## config.mk

```make
export PLATFORM = sky130hd
export DESIGN_NAME = fir_ntap_mac
export DESIGN_NICKNAME = d
export VERILOG_FILES = /design/src/rtl/fir_pkg.sv /design/src/rtl/fir_ntap_mac_round_sat.sv /design/src/rtl/fir_ntap_mac.sv
export SDC_FILE = /design/constraint.sdc
export NUM_CORES = 1
export LEC_CHECK = 0
export ABC_AREA = 1
export ABC_CLOCK_PERIOD_IN_PS = 12300
export CORE_AREA = 5 5 119 110
export CTS_CLUSTER_SIZE = 24
export DETAILED_ROUTE_END_ITERATION = 6
export DIE_AREA = 0 0 124 115
export GPL_TIMING_DRIVEN = 0
export PLACE_DENSITY = 0.85
export SLEW_MARGIN = 20
export SYNTH_ARGS = -nofsm -noshare
export SYNTH_HDL_FRONTEND = slang
export SYNTH_SLANG_ARGS = --single-unit
```

## constraint.sdc

```tcl
create_clock -name clk -period 12.3 [get_ports clk]
set_clock_uncertainty 0.2 [all_clocks]
set_input_delay 3.69 -clock clk [delete_from_list [all_inputs] [get_ports clk]]
set_output_delay 3.69 -clock clk [all_outputs]
set_load 0.01 [all_outputs]
```

## src/rtl/fir_pkg.sv

```systemverilog
// Shared types and helpers for the N-tap FIR MAC:
// width derivation, FSM states, round/shift/saturate.
package fir_pkg;

  typedef enum logic [1:0] {
    ST_IDLE = 2'd0,
    ST_MAC  = 2'd1,
    ST_OUT  = 2'd2
  } state_e;

  function automatic int clog2(input int v);
    int r;
    r = 0;
    for (int i = 0; i < 31; i++) begin
      if ((1 << i) < v) r = i + 1;
    end
    return r;
  endfunction

  // Accumulator wide enough that TAPS full-scale
  // products cannot overflow.
  function automatic int acc_w(
    input int dw,
    input int cw,
    input int taps
  );
    return dw + cw + clog2(taps);
  endfunction

  // Round half up, arithmetic shift, clamp to a
  // signed ow-bit range. Carried at 64 bits.
  function automatic logic signed [63:0] round_sat(
    input logic signed [63:0] a,
    input int                 shift,
    input int                 ow
  );
    logic signed [63:0] r;
    logic signed [63:0] mx;
    logic signed [63:0] mn;
    r = a;
    if (shift > 0) r = a + (64'sd1 <<< (shift - 1));
    r  = r >>> shift;
    mx = (64'sd1 <<< (ow - 1)) - 64'sd1;
    mn = -(64'sd1 <<< (ow - 1));
    if (r > mx) r = mx;
    if (r < mn) r = mn;
    return r;
  endfunction

endpackage

```

## src/rtl/fir_ntap_mac_round_sat.sv

```systemverilog
// Combinational round + shift + saturate, AW -> OW.
// acc_i: signed accumulator, y_o: signed clamped result.
module fir_round_sat
  import fir_pkg::*;
#(
  parameter int AW    = 18,
  parameter int OW    = 8,
  parameter int SHIFT = 0
) (
  input  logic signed [AW-1:0] acc_i,
  output logic signed [OW-1:0] y_o
);

  logic signed [63:0] r;

  assign r   = round_sat(64'(acc_i), SHIFT, OW);
  assign y_o = OW'(r);

endmodule

```

## src/rtl/fir_ntap_mac.sv

```systemverilog
// N-tap FIR, one shared MAC, programmable coefficients.
// Ports: sample handshake, coef write port, flush, y/out_valid.
module fir_ntap_mac
  import fir_pkg::*;
#(
  parameter int DW    = 8,
  parameter int CW    = 8,
  parameter int OW    = 8,
  parameter int TAPS  = 4,
  parameter int SHIFT = 0
) (
  input  logic                     clk,
  input  logic                     rst,
  input  logic                     in_valid,
  input  logic signed [DW-1:0]     in_data,
  output logic                     in_ready,
  input  logic                     flush,
  input  logic                     coef_we,
  input  logic [clog2(TAPS)-1:0]   coef_addr,
  input  logic signed [CW-1:0]     coef_data,
  output logic                     out_valid,
  output logic signed [OW-1:0]     y
);

  localparam int AB = clog2(TAPS);
  localparam int AW = acc_w(DW, CW, TAPS);
  localparam int PW = DW + CW;
  localparam logic [AB-1:0] KL = AB'(TAPS - 1);

  state_e                state_q;
  logic signed [DW-1:0]  x_q [TAPS];
  logic signed [CW-1:0]  h_q [TAPS];
  logic signed [AW-1:0]  acc_q;
  logic signed [AW-1:0]  acc_d;
  logic [AB-1:0]         k_q;
  logic signed [OW-1:0]  y_q;
  logic signed [OW-1:0]  y_d;
  logic                  ov_q;
  logic signed [PW-1:0]  prod;
  logic                  addr_ok;

  assign in_ready  = (state_q == ST_IDLE);
  assign out_valid = ov_q;
  assign y         = y_q;

  assign addr_ok = (int'(coef_addr) < TAPS);
  assign prod    = x_q[k_q] * h_q[k_q];
  assign acc_d   = acc_q + AW'(prod);

  fir_round_sat #(
    .AW    (AW),
    .OW    (OW),
    .SHIFT (SHIFT)
  ) u_rs (
    .acc_i (acc_q),
    .y_o   (y_d)
  );

  always_ff @(posedge clk or negedge rst) begin
    if (!rst) begin
      state_q <= ST_IDLE;
      acc_q   <= '0;
      k_q     <= '0;
      y_q     <= '0;
      ov_q    <= 1'b0;
      for (int i = 0; i < TAPS; i++) begin
        x_q[i] <= '0;
        h_q[i] <= CW'(1);
      end
    end else if (flush) begin
      // Flush beats any sample or coef write.
      state_q <= ST_IDLE;
      acc_q   <= '0;
      k_q     <= '0;
      ov_q    <= 1'b0;
      for (int i = 0; i < TAPS; i++) begin
        x_q[i] <= '0;
      end
    end else begin
      ov_q <= 1'b0;
      unique case (state_q)
        ST_IDLE: begin
          if (coef_we && addr_ok) begin
            h_q[coef_addr] <= coef_data;
          end
          if (in_valid) begin
            x_q[0] <= in_data;
            for (int i = 1; i < TAPS; i++) begin
              x_q[i] <= x_q[i-1];
            end
            acc_q   <= '0;
            k_q     <= '0;
            state_q <= ST_MAC;
          end
        end
        ST_MAC: begin
          acc_q <= acc_d;
          k_q   <= k_q + AB'(1);
          if (k_q == KL) state_q <= ST_OUT;
        end
        ST_OUT: begin
          y_q     <= y_d;
          ov_q    <= 1'b1;
          state_q <= ST_IDLE;
        end
        default: state_q <= ST_IDLE;
      endcase
    end
  end

endmodule
```

# [Yosys cells after proc, flatten, opt, wreduce, memory -nomap -nowiden]
# Cells that the tools add are included.
# W data, S select, Z words.
[totals] ff_bits=95 latchBits=0 ramBits=0 mem_bits_ro=0 input_bits=23 out_inout_bits=10 n_memories=0
[classes] addsub=2 n_mul=1 div=0 n_lt_le_gt_ge=5 n_eq_ne=5 shifts=0 mux=26 n_bitwise=3 n_reduce_logical=10
[op_table] op="$mux W32" count=3
[op_table] op="$lt A64 B8 Y1 const B" count=1
[op_table] op="$mux W64" count=1
[op_table] op="$mux W8" count=6
[op_table] op="$mux W18" count=2
[op_table] op="$pmux W18 S2" count=1
[op_table] op="$bmux W8 S2" count=2
[op_table] op="$bwmux W32" count=1
[op_table] op="$add A18 B16 Y18" count=1
[op_table] op="$gt A18 B8 Y1 const B" count=1
[op_table] op="$demux W8 S2" count=1
[op_table] op="$mul A8 B8 Y16" count=1
[op_table] op="$mux W2" count=5
[op_table] op="$pmux W2 S2" count=2
[op_table] op="$reduce_and A2 Y1" count=4
[op_table] op="$ge A3 B3 Y1 const B" count=2
[op_table] op="$not A2 Y3" count=2
[op_table] op="$eq A2 B2 Y1 const B" count=2
[op_table] op="$reduce_bool A2 Y1" count=2
[op_table] op="$lt A3 B1 Y1 const B" count=1
[op_table] op="$ne A3 B2 Y1 const B" count=1
[op_table] op="$ne A3 B3 Y1 const B" count=1
[op_table] op="$reduce_and A3 Y1" count=1
[op_table] op="$reduce_bool A3 Y1" count=1
[op_table] op="6 further kinds" count=7

# [Longest topological paths before layout]
# Gate-level depths: netlist (run 1).
[depth] word_depth=8 mapped_depth=28

# [Cells and area by module]
# From an unflattened synthesis (run 1), not the netlist that was laid out.
[unflattened] cells_unflattened=910 area_unflattened_um2=7818.7
[by_module_without_submodules] module="fir_ntap_mac" n_inst=1 cells_per_inst=874 area_per_inst_um2=7671.1 seq_area_each_um2=2382.3
[by_module_without_submodules] module="fir_round_sat" n_inst=1 cells_per_inst=36 area_per_inst_um2=147.6 seq_area_each_um2=0.0

# [Least setup slack after synthesis (run 1)]
# Ideal clock, no wire load.
[synth_path] path_type="reg-to-reg" start="register k_q[0]" end="register acc_q[17]" setup_time_ps=118 arrival_time_ps=5468 t_required_ps=11982 setup_slack_ps=6514 path_stages_with_launch=23 path_buffers=2 synth_period_minus_slack_ps=5786 cell_sequence="dfrtp_1 buf_2 inv_1 buf_4 nand2_1 a32oi_1 inv_1 nor2_1 fa_1 fa_1 fa_1 inv_1 fa_1 inv_1 ha_1 ha_1 nand2_1 nor2_1 nand4_1 o21ai_0 nand2_1 nand3_1 nand2_1"
[synth_between] elab_chain_len=8
[synth_lines] element="from (decl)" line_no="fir_ntap_mac.sv:35" source="logic [AB-1:0] k_q;"
[synth_lines] element="from (signal assigned)" line_no="fir_ntap_mac.sv:98" source="k_q <= k_q + AB'(1);"
[synth_lines] element="$not A2 Y3 (implied by the code) (*)" line_no="fir_ntap_mac.sv:47" source="assign prod = x_q[k_q] * h_q[k_q];"
[synth_lines] element="$bmux W8 S2" line_no="fir_ntap_mac.sv:47"
[synth_lines] element="$mux W8 (implied by the code) (2 in a row)" line_no="fir_ntap_mac.sv:47"
[synth_lines] element="$mul A8 B8 Y16 (*)" line_no="fir_ntap_mac.sv:47"
[synth_lines] element="$add A18 B16 Y18 (*)" line_no="fir_ntap_mac.sv:48" source="assign acc_d = acc_q + AW'(prod);"
[synth_lines] element="$pmux W18 S2 (*)" line_no="fir_ntap_mac.sv:81" source="unique case (state_q)"
[synth_lines] element="$mux W18 (*)" line_no="fir_ntap_mac.sv:70" source="end else if (flush) begin"
[synth_lines] element="to (signal assigned)" line_no="fir_ntap_mac.sv:62" source="acc_q <= '0;"
[synth_lines] element="to (signal assigned)" line_no="fir_ntap_mac.sv:73" source="acc_q <= '0;"
[synth_lines] element="to (signal assigned)" line_no="fir_ntap_mac.sv:91" source="acc_q <= '0;"
[synth_lines] element="to (decl)" line_no="fir_ntap_mac.sv:33" source="logic signed [AW-1:0] acc_q;"
# Every way passes the cells marked *; elsewhere a longest branch is shown, timed or not. The select of a mux whose other input is x is not followed.
# A chain may end at the register's enable or synchronous reset.

# [Worst setup path in the final report (run 1)]
[layout_path] start="register k_q[1]" end="register acc_q[16]"
# Same word-level chain as after synthesis.

==> metrics.yaml, run 1 <==
outcome:
  status: "complete, no violations"
worst_setup_path:
  path_depth: 21
  worstRegToRegCells: 21
  crit_path_start_kind: "register"
  cp_common_cell: "fa_1"
  crit_chain: "inv_1, buf_2, a21oi_1, a32oi_1, inv_1, nor2_1, inv_1, fa_1, inv_1, fa_1, fa_1, fa_1, fa_1, ha_1, a21oi_1, nand2_1, nand3_1, nand3_1, nand2_1, nand2_1, o21ai_0"
  slowest_delay_ns: 0.87
  worst-endpoint-arrival_ns: 7.12
  path_buf_inv: 5
  critPathSlowestCell: "nor2_1"
  required_ns: 12.37
  cp-end-kind: "register"
  r2r_start: "k_q[1]$_DFFE_PN0P_"
  crit_path_max_fanout: 11
  startpoint: "k_q[1]$_DFFE_PN0P_"
  critPathKind: "register to register"
  crit_family: "adder cells"
cts:
  cts_resized: 0
  cts_buffers: 9
  holdBufCountCts: 0
  clockRootBuffer: "clkbuf_16"
  cts_num_sinks: 95
  clk_latency_ns: 0.35
  clk_path_buf_depth: 2
  clk_pin_slew_ns: 0.07
  cts_setup_buffers: 0
  cts_tree: "done"
  htree_levels: 3
global_route:
  antenna_found_initial: 0
  grt_max_degree: 71
  track_usage_pct: 28.5
  grt_pass1_vias: 6613
  grt_overflow_total: 0
  grt_pass1_wl_um: 31500
power_and_ir_drop:
  powerDensity_nw_per_um2: 237
  combPwrFrac_pct: 66.9
  power_leakage_nw: 4.29
  peakVddDrop_mv: 0.218
  power.total_mw: 2.00
  p_seq_share_pct: 19.5
  internal_power_mw: 1.00
  p_switching_mw: 0.997
  pwr-share-clk_pct: 13.6
  switching_share_pct: 49.9
timing:
  period_minus_slack_ns: 7.05
  rsz0062_at_grt: "no"
  fin_crit_sh_pct: 57.3
  tns_ns: 0
  drv_slew: 0
  hold_slack_ns: 0.280
  worstMarginPinSlew_ns: 1.10
  hold_viol: 0
  slew-limit-headroom_pct: 26.5
  setup_violations: 0
  fmax_mhz: 142
detailed_routing:
  totalWireLength_um: 18100
  drt_iter0_drc: 613
  vias: 6197
  routedWlPerCell_um: 16.6
  viasPerCell: 5.69
  drc: 0
  first_pass_iters: 5
  drtAntennaViolNets: 0
yosys:
  syn_inst: 882
  syn_nets: 1028
  yosysWarnings: 0
  syn_avg_cell_area_um2: 8.64
  synth_edf_count: 0
  syn_area_um2: 7620
  async_flop_share_pct: 100
  synth_cell_type_count: 40
  synthFlopType: "dfrtp_1"
  yosysSeqAreaShare_pct: 31.3
  ys_seq_elements: 95
floorplanning:
  die_area_um2: 14300
  io_pins: 33
  start_util_pct: 64.9
  die_h_um: 115
  die_w_um: 124
  core_area_um2: 11700
  core.rowCount: 38
final_layout:
  drive_above_1_share_pct: 7.42
  antenna_cells: 0
  final_util_pct: 71.9
  syn_to_final_growth_pct: 10.7
  fin_nets: 1071
  design_area_um2: 8440
placement:
  dp_hpwl_um: 13500
  gp_congestion: 0.922
  place_area_um2: 8160
  io_buffers: 31
worst_hold_path:
  hold_depth: 2
  worstHoldStart: "y[5]$_DFFE_PN0P_"
  min_path_type: "register to register"
flow_run:
  drv_cap: 0
==> metal layers <==
metal	GRT usage, %	vias up	wire length (um)
met5	0	-	0
met4	11.4	0	635
met3	5.80	58	1370
met2	46.8	273	8670
met1	37.3	3021	7440
li1	-	2845	-
==> final timing paths <==
check	endpoint	slack, ns
worst max-delay path	acc_q[16]$_DFFE_PN0P_	5.25
worst min-delay path	y[5]$_DFFE_PN0P_	0.28
worst max register to register	acc_q[16]$_DFFE_PN0P_	5.25
worst min register to register	y[5]$_DFFE_PN0P_	0.28
max in group asynchronous	h_q[8]$_DFFE_PN1P_	8.25
min in group asynchronous	x_q[22]$_DFFE_PN0P_	2.99
==> sequential cells by signal, indices dropped and copies added (netlist names) <==
| register | count |
|---|---|
| acc_q | 18 |
| x_q | 32 |
| y | 8 |
| state_q | 2 |
| k_q | 2 |
| h_q | 32 |
| out_valid | 1 |
==> layout by cell type (no fill, tap or decap), drive strengths merged <==
cell / netlist / final
a21boi: 1 / 1
a21o: 1 / 1
a21oi: 27 / 27
a31oi: 1 / 1
a32o: 2 / 2
a32oi: 13 / 13
and2: 1 / 1
buf: 15 / 17
clkbuf: 7 / 18
clkdlybuf4s50: 0 / 30
clkinv: 1 / 2
clkinvlp: 0 / 2
dfrtp: 91 / 91
dfstp: 4 / 4
fa: 80 / 80
ha: 43 / 43
inv: 189 / 191
mux2: 24 / 24
nand2: 184 / 184
nand3: 26 / 26
nand3b: 1 / 1
nand4: 3 / 3
nor2: 83 / 83
nor3: 8 / 8
nor4: 2 / 2
o211ai: 1 / 1
o21a: 1 / 1
o21ai: 43 / 43
o22ai: 26 / 26
o32ai: 1 / 1
or2: 1 / 1
xnor2: 1 / 1
xor2: 1 / 1
==> tightest hold or removal path, stage by stage, from the launching register on <==
cell     delay (ns)
dfrtp_1        0.34
nand2_1        0.05
nand2_1        0.05
==> cell usage after synthesis, types with 2 or more instances <==
library cell  instances  area (um^2)
fa_1                 80         1600
dfstp_2               4          105
nand4_1               3         18.8
nor2_1               81          304
o21ai_1               3         15.0
nor3_1                4         20.0
inv_1               188          706
nor2_2                2         12.5
mux2_2               23          259
nand2_1             183          687
dfrtp_1              91         2280
o22ai_1              26          163
nor4_1                2         12.5
nand3_1              26          130
buf_4                 4         30.0
ha_1                 43          538
a32o_1                2         20.0
a21oi_1              27          135
buf_2                10         50.1
nor3_4                4         65.1
o21ai_0              40          200
clkbuf_1              7         26.3
a32oi_1              12          105
==> kinds of logic (layout without fill, tap and decap cells) <==
group | Yosys count | in the layout | synth area share, %
and+or+nand+nor | 309 | 309 | 16.8
xor gates and xnor gates | 2 | 2 | 0.230
AOI/OAI and AO/OA | 117 | 117 | 9.18
adders and majority gates | 123 | 123 | 28.1
muxes | 24 | 24 | 3.55
buffers and inverters | 212 | 260 | 10.9
DFF | 95 | 95 | 31.3
==> through the flow <==
| stage | worst slack (ns) | std cells |
|---|---|---|
| floorplan | 6.51 | 882 |
| CTS | 5.34 | 1090 |
| detailed placement | 5.48 | 1074 |
| global placement | 3.80 | 1073 |
| finish | 5.25 | 1090 |
| global route | 4.88 | 1090 |
==> power groups by stage <==
| stage | registers (mW) | clock network (mW) | logic, mW |
|---|---|---|---|
| 6_report | 0.390 | 0.272 | 1.34 |
| 5_1_grt | 0.395 | 0.284 | 1.53 |
| 4_1_cts | 0.389 | 0.273 | 1.32 |
| 3_5_place_dp | 0.394 | 0 | 1.31 |
| 3_3_place_gp | 0.392 | 0 | 1.26 |
| 2_1_floorplan | 0.386 | 0 | 1.02 |
==> layout make-up <==
| class | count | area (um^2) |
|---|---|---|
| inverters | 190 | 713 |
| well taps | 160 | 200 |
| clock inverters | 5 | 43.8 |
| fillers | 861 | 3300 |
| clock buffers | 11 | 233 |
| repair buffers | 32 | 339 |
| plain buffers | 22 | 118 |
| multi-input cells | 575 | 4410 |
| flip-flops and latches | 95 | 2380 |
(Power assumes the default switching activity.)
==> inputs of run 2 (changes only) <==
--- a/config.mk
+++ b/config.mk
@@ -6,13 +6,13 @@
 export NUM_CORES = 1
 export LEC_CHECK = 0
 export ABC_AREA = 1
-export ABC_CLOCK_PERIOD_IN_PS = 12300
-export CORE_AREA = 5 5 119 110
+export ABC_CLOCK_PERIOD_IN_PS = 6600
+export CORE_AREA = 5 5 123 114
 export CTS_CLUSTER_SIZE = 24
 export DETAILED_ROUTE_END_ITERATION = 6
-export DIE_AREA = 0 0 124 115
+export DIE_AREA = 0 0 128 119
 export GPL_TIMING_DRIVEN = 0
-export PLACE_DENSITY = 0.85
+export PLACE_DENSITY = 0.8
 export SLEW_MARGIN = 20
 export SYNTH_ARGS = -nofsm -noshare
 export SYNTH_HDL_FRONTEND = slang
==> constraint.sdc (replaced) <==
create_clock -name clk -period 6.6 [get_ports clk]
set_clock_uncertainty 0.2 [all_clocks]
set_input_delay 1.98 -clock clk [delete_from_list [all_inputs] [get_ports clk]]
set_output_delay 1.98 -clock clk [all_outputs]
set_load 0.01 [all_outputs]
==> run 2 against run 1 <==
Via count is 1.4% lower. Register-to-register slack worse by 4.8 ns. Clock power is 92% higher.
==> metrics.yaml, run 2 (synthesis gave the netlist of run 1 again) <==
cts:
  cts_tree: "done"
  clk_path_buf_depth: 2
  cts_num_sinks: 95
  htree_levels: 3
  clk_pin_slew_ns: 0.07
  clk_latency_ns: 0.35
  holdBufCountCts: 0
  clockRootBuffer: "clkbuf_16"
  cts_buffers: 9
placement:
  gp_congestion: 0.891
  dp_slack_ns: -0.168
  post-place-cells: 1078
  place_area_um2: 8170
  dp_hpwl_um: 13400
  io_buffers: 31
global_route:
  grt_max_degree: 68
  track_usage_pct: 25.4
  grt_overflow_total: 0
  grt_pass1_vias: 6297
  grt_pass1_wl_um: 31100
  antenna_found_initial: 0
worst_setup_path:
  cp-end-kind: "register"
  slowest_delay_ns: 0.62
  path_buf_inv: 5
  cp_common_cell: "nand2_1"
  crit_chain: "buf_2, inv_1, buf_4, nand2_1, a32oi_1, nand2_1, fa_1, fa_1, inv_1, fa_1, fa_1, fa_1, ha_1, nand2_1, inv_1, nand2_1, nand2_1, nor2_1, nor2_1, nor2_1, nand3_1, nand3_1, nand2_1"
  crit_family: "adder cells"
  crit_path_start_kind: "register"
  crit_path_max_fanout: 10
  r2r_start: "k_q[0]$_DFFE_PN0P_"
  worst-endpoint-arrival_ns: 6.19
  startpoint: "k_q[0]$_DFFE_PN0P_"
  reg2reg_slack_ns: 0.46
  rr_endpoint: "acc_q[17]$_DFFE_PN0P_"
  required_ns: 6.64
  critPathKind: "register to register"
  critPathSlowestCell: "a32oi_1"
  endpoint: "acc_q[17]$_DFFE_PN0P_"
  path_depth: 23
  worstRegToRegCells: 23
timing:
  hold_viol: 0
  slew-limit-headroom_pct: 44.9
  worstMarginPinSlew_ns: 0.826
  fin_crit_sh_pct: 93.1
  hold_slack_ns: 0.282
  drv_slew: 0
  fmax_mhz: 163
  rsz0062_at_grt: "no"
  setup_violations: 0
  setup_ws_ns: 0.455
  tns_ns: 0
  period_minus_slack_ns: 6.14
detailed_routing:
  wl_met2_um: 8340
  highest_layer: "met4"
  totalWireLength_um: 17600
  viasPerCell: 5.56
  dr_wl_met3_um: 1240
  routedWlPerCell_um: 16.0
  wl_met1_um: 7480
  drtAntennaViolNets: 0
  drt_iter0_drc: 546
  vias: 6108
  first_pass_iters: 5
  drc: 0
final_layout:
  largestRegisters: "h_q x32, x_q x32, acc_q x18"
  drive_above_1_share_pct: 8.57
  final_util_pct: 68.3
  design_area_um2: 8530
  most-common-layout-cells: "inv_1, nand2_1, dfrtp_1"
  antenna_cells: 0
  fin_nets: 1075
  layout_commonest_cell: "inv_1"
  final_cells: 1098
  syn_to_final_growth_pct: 11.9
floorplanning:
  die_h_um: 119
  io_pins: 33
  core.rowCount: 39
  die_area_um2: 15200
  start_util_pct: 61.0
  die_w_um: 128
  core_area_um2: 12500
power_and_ir_drop:
  peakVddDrop_mv: 0.307
  pwr-share-clk_pct: 13.9
  powerDensity_nw_per_um2: 440
  switching_share_pct: 49.9
  p_seq_share_pct: 19.3
  p_switching_mw: 1.87
  power.total_mw: 3.76
  power_leakage_nw: 4.33
  internal_power_mw: 1.88
  combPwrFrac_pct: 66.9
flow_run:
  drv_cap: 0
outcome:
  status: "complete, no violations"
worst_hold_path:
  min_path_type: "register to register"
[run 2: cell count changes in the layout (fill, tap and decap cells not counted), moves of 2 or more]
| cell | before | now |
|---|---|---|
| buf_4 | 4 | 8 |
| a32oi_1 | 12 | 9 |
| a32oi_2 | 1 | 4 |
| clkbuf_1 | 9 | 6 |
| nor2_4 | 0 | 2 |
[run 2: how the worst min path moves through the flow]
stage / to / slack, ns / cells past startpoint / start
final: y[0]$_DFFE_PN0P_ / 0.28 / 2 / y[0]$_DFFE_PN0P_
after global routing: y[2]$_DFFE_PN0P_ / 0.33 / 2 / y[2]$_DFFE_PN0P_
after CTS: y[0]$_DFFE_PN0P_ / 0.28 / 2 / y[0]$_DFFE_PN0P_
after detailed placement: y[0]$_DFFE_PN0P_ / 0.27 / 2 / y[0]$_DFFE_PN0P_
after global placement: y[0]$_DFFE_PN0P_ / 0.26 / 2 / y[0]$_DFFE_PN0P_
after floorplan: h_q[12]$_DFFE_PN0P_ / 0.26 / 1 / h_q[12]$_DFFE_PN0P_
[run 2: worst reg2reg max path, stage by stage (launching register included)]
cell and delay (ns):
dfrtp_1 0.38, buf_2 0.18, inv_1 0.21, buf_4 0.25, nand2_1 0.07, a32oi_1 0.62
nand2_1 0.22, fa_1 0.53, fa_1 0.50, inv_1 0.06, fa_1 0.50, fa_1 0.58
fa_1 0.42, ha_1 0.37, nand2_1 0.15, inv_1 0.05, nand2_1 0.06, nand2_1 0.04
nor2_1 0.23, nor2_1 0.08, nor2_1 0.13, nand3_1 0.08, nand3_1 0.07, nand2_1 0.06
[run 2: power groups by stage]
stage,logic (mW),registers [mW],clock network [mW]
after global placement,2.36,0.731,0
final,2.51,0.724,0.521
after global routing,2.94,0.735,0.547
after floorplan,1.90,0.719,0
after detailed placement,2.45,0.733,0
after CTS,2.48,0.723,0.522
[run 2: layout make-up]
type                            count  area [um^2]
Sequential cell                    95         2380
Multi-Input combinational cell    575         4450
Buffer                             22          119
Clock inverter                      7         68.8
Tap cell                          164          205
Timing Repair Buffer               36          369
Fill cell                         991         3960
Inverter                          190          713
Clock buffer                        9          225
[run 2: timing repair]
action | in CTS | in global routing
endpoints found under the setup margin | 7 | 10
gates resized for setup | 1 | 7
setup buffers | 0 | 4
pin swaps | 0 | 1
[run 2: routing by layer]
metal	track usage, %	up-vias
li1	-	2839
met1	35.3	2978
met2	40.6	243
met3	4.39	48
met4	8.95	0
met5	0	-
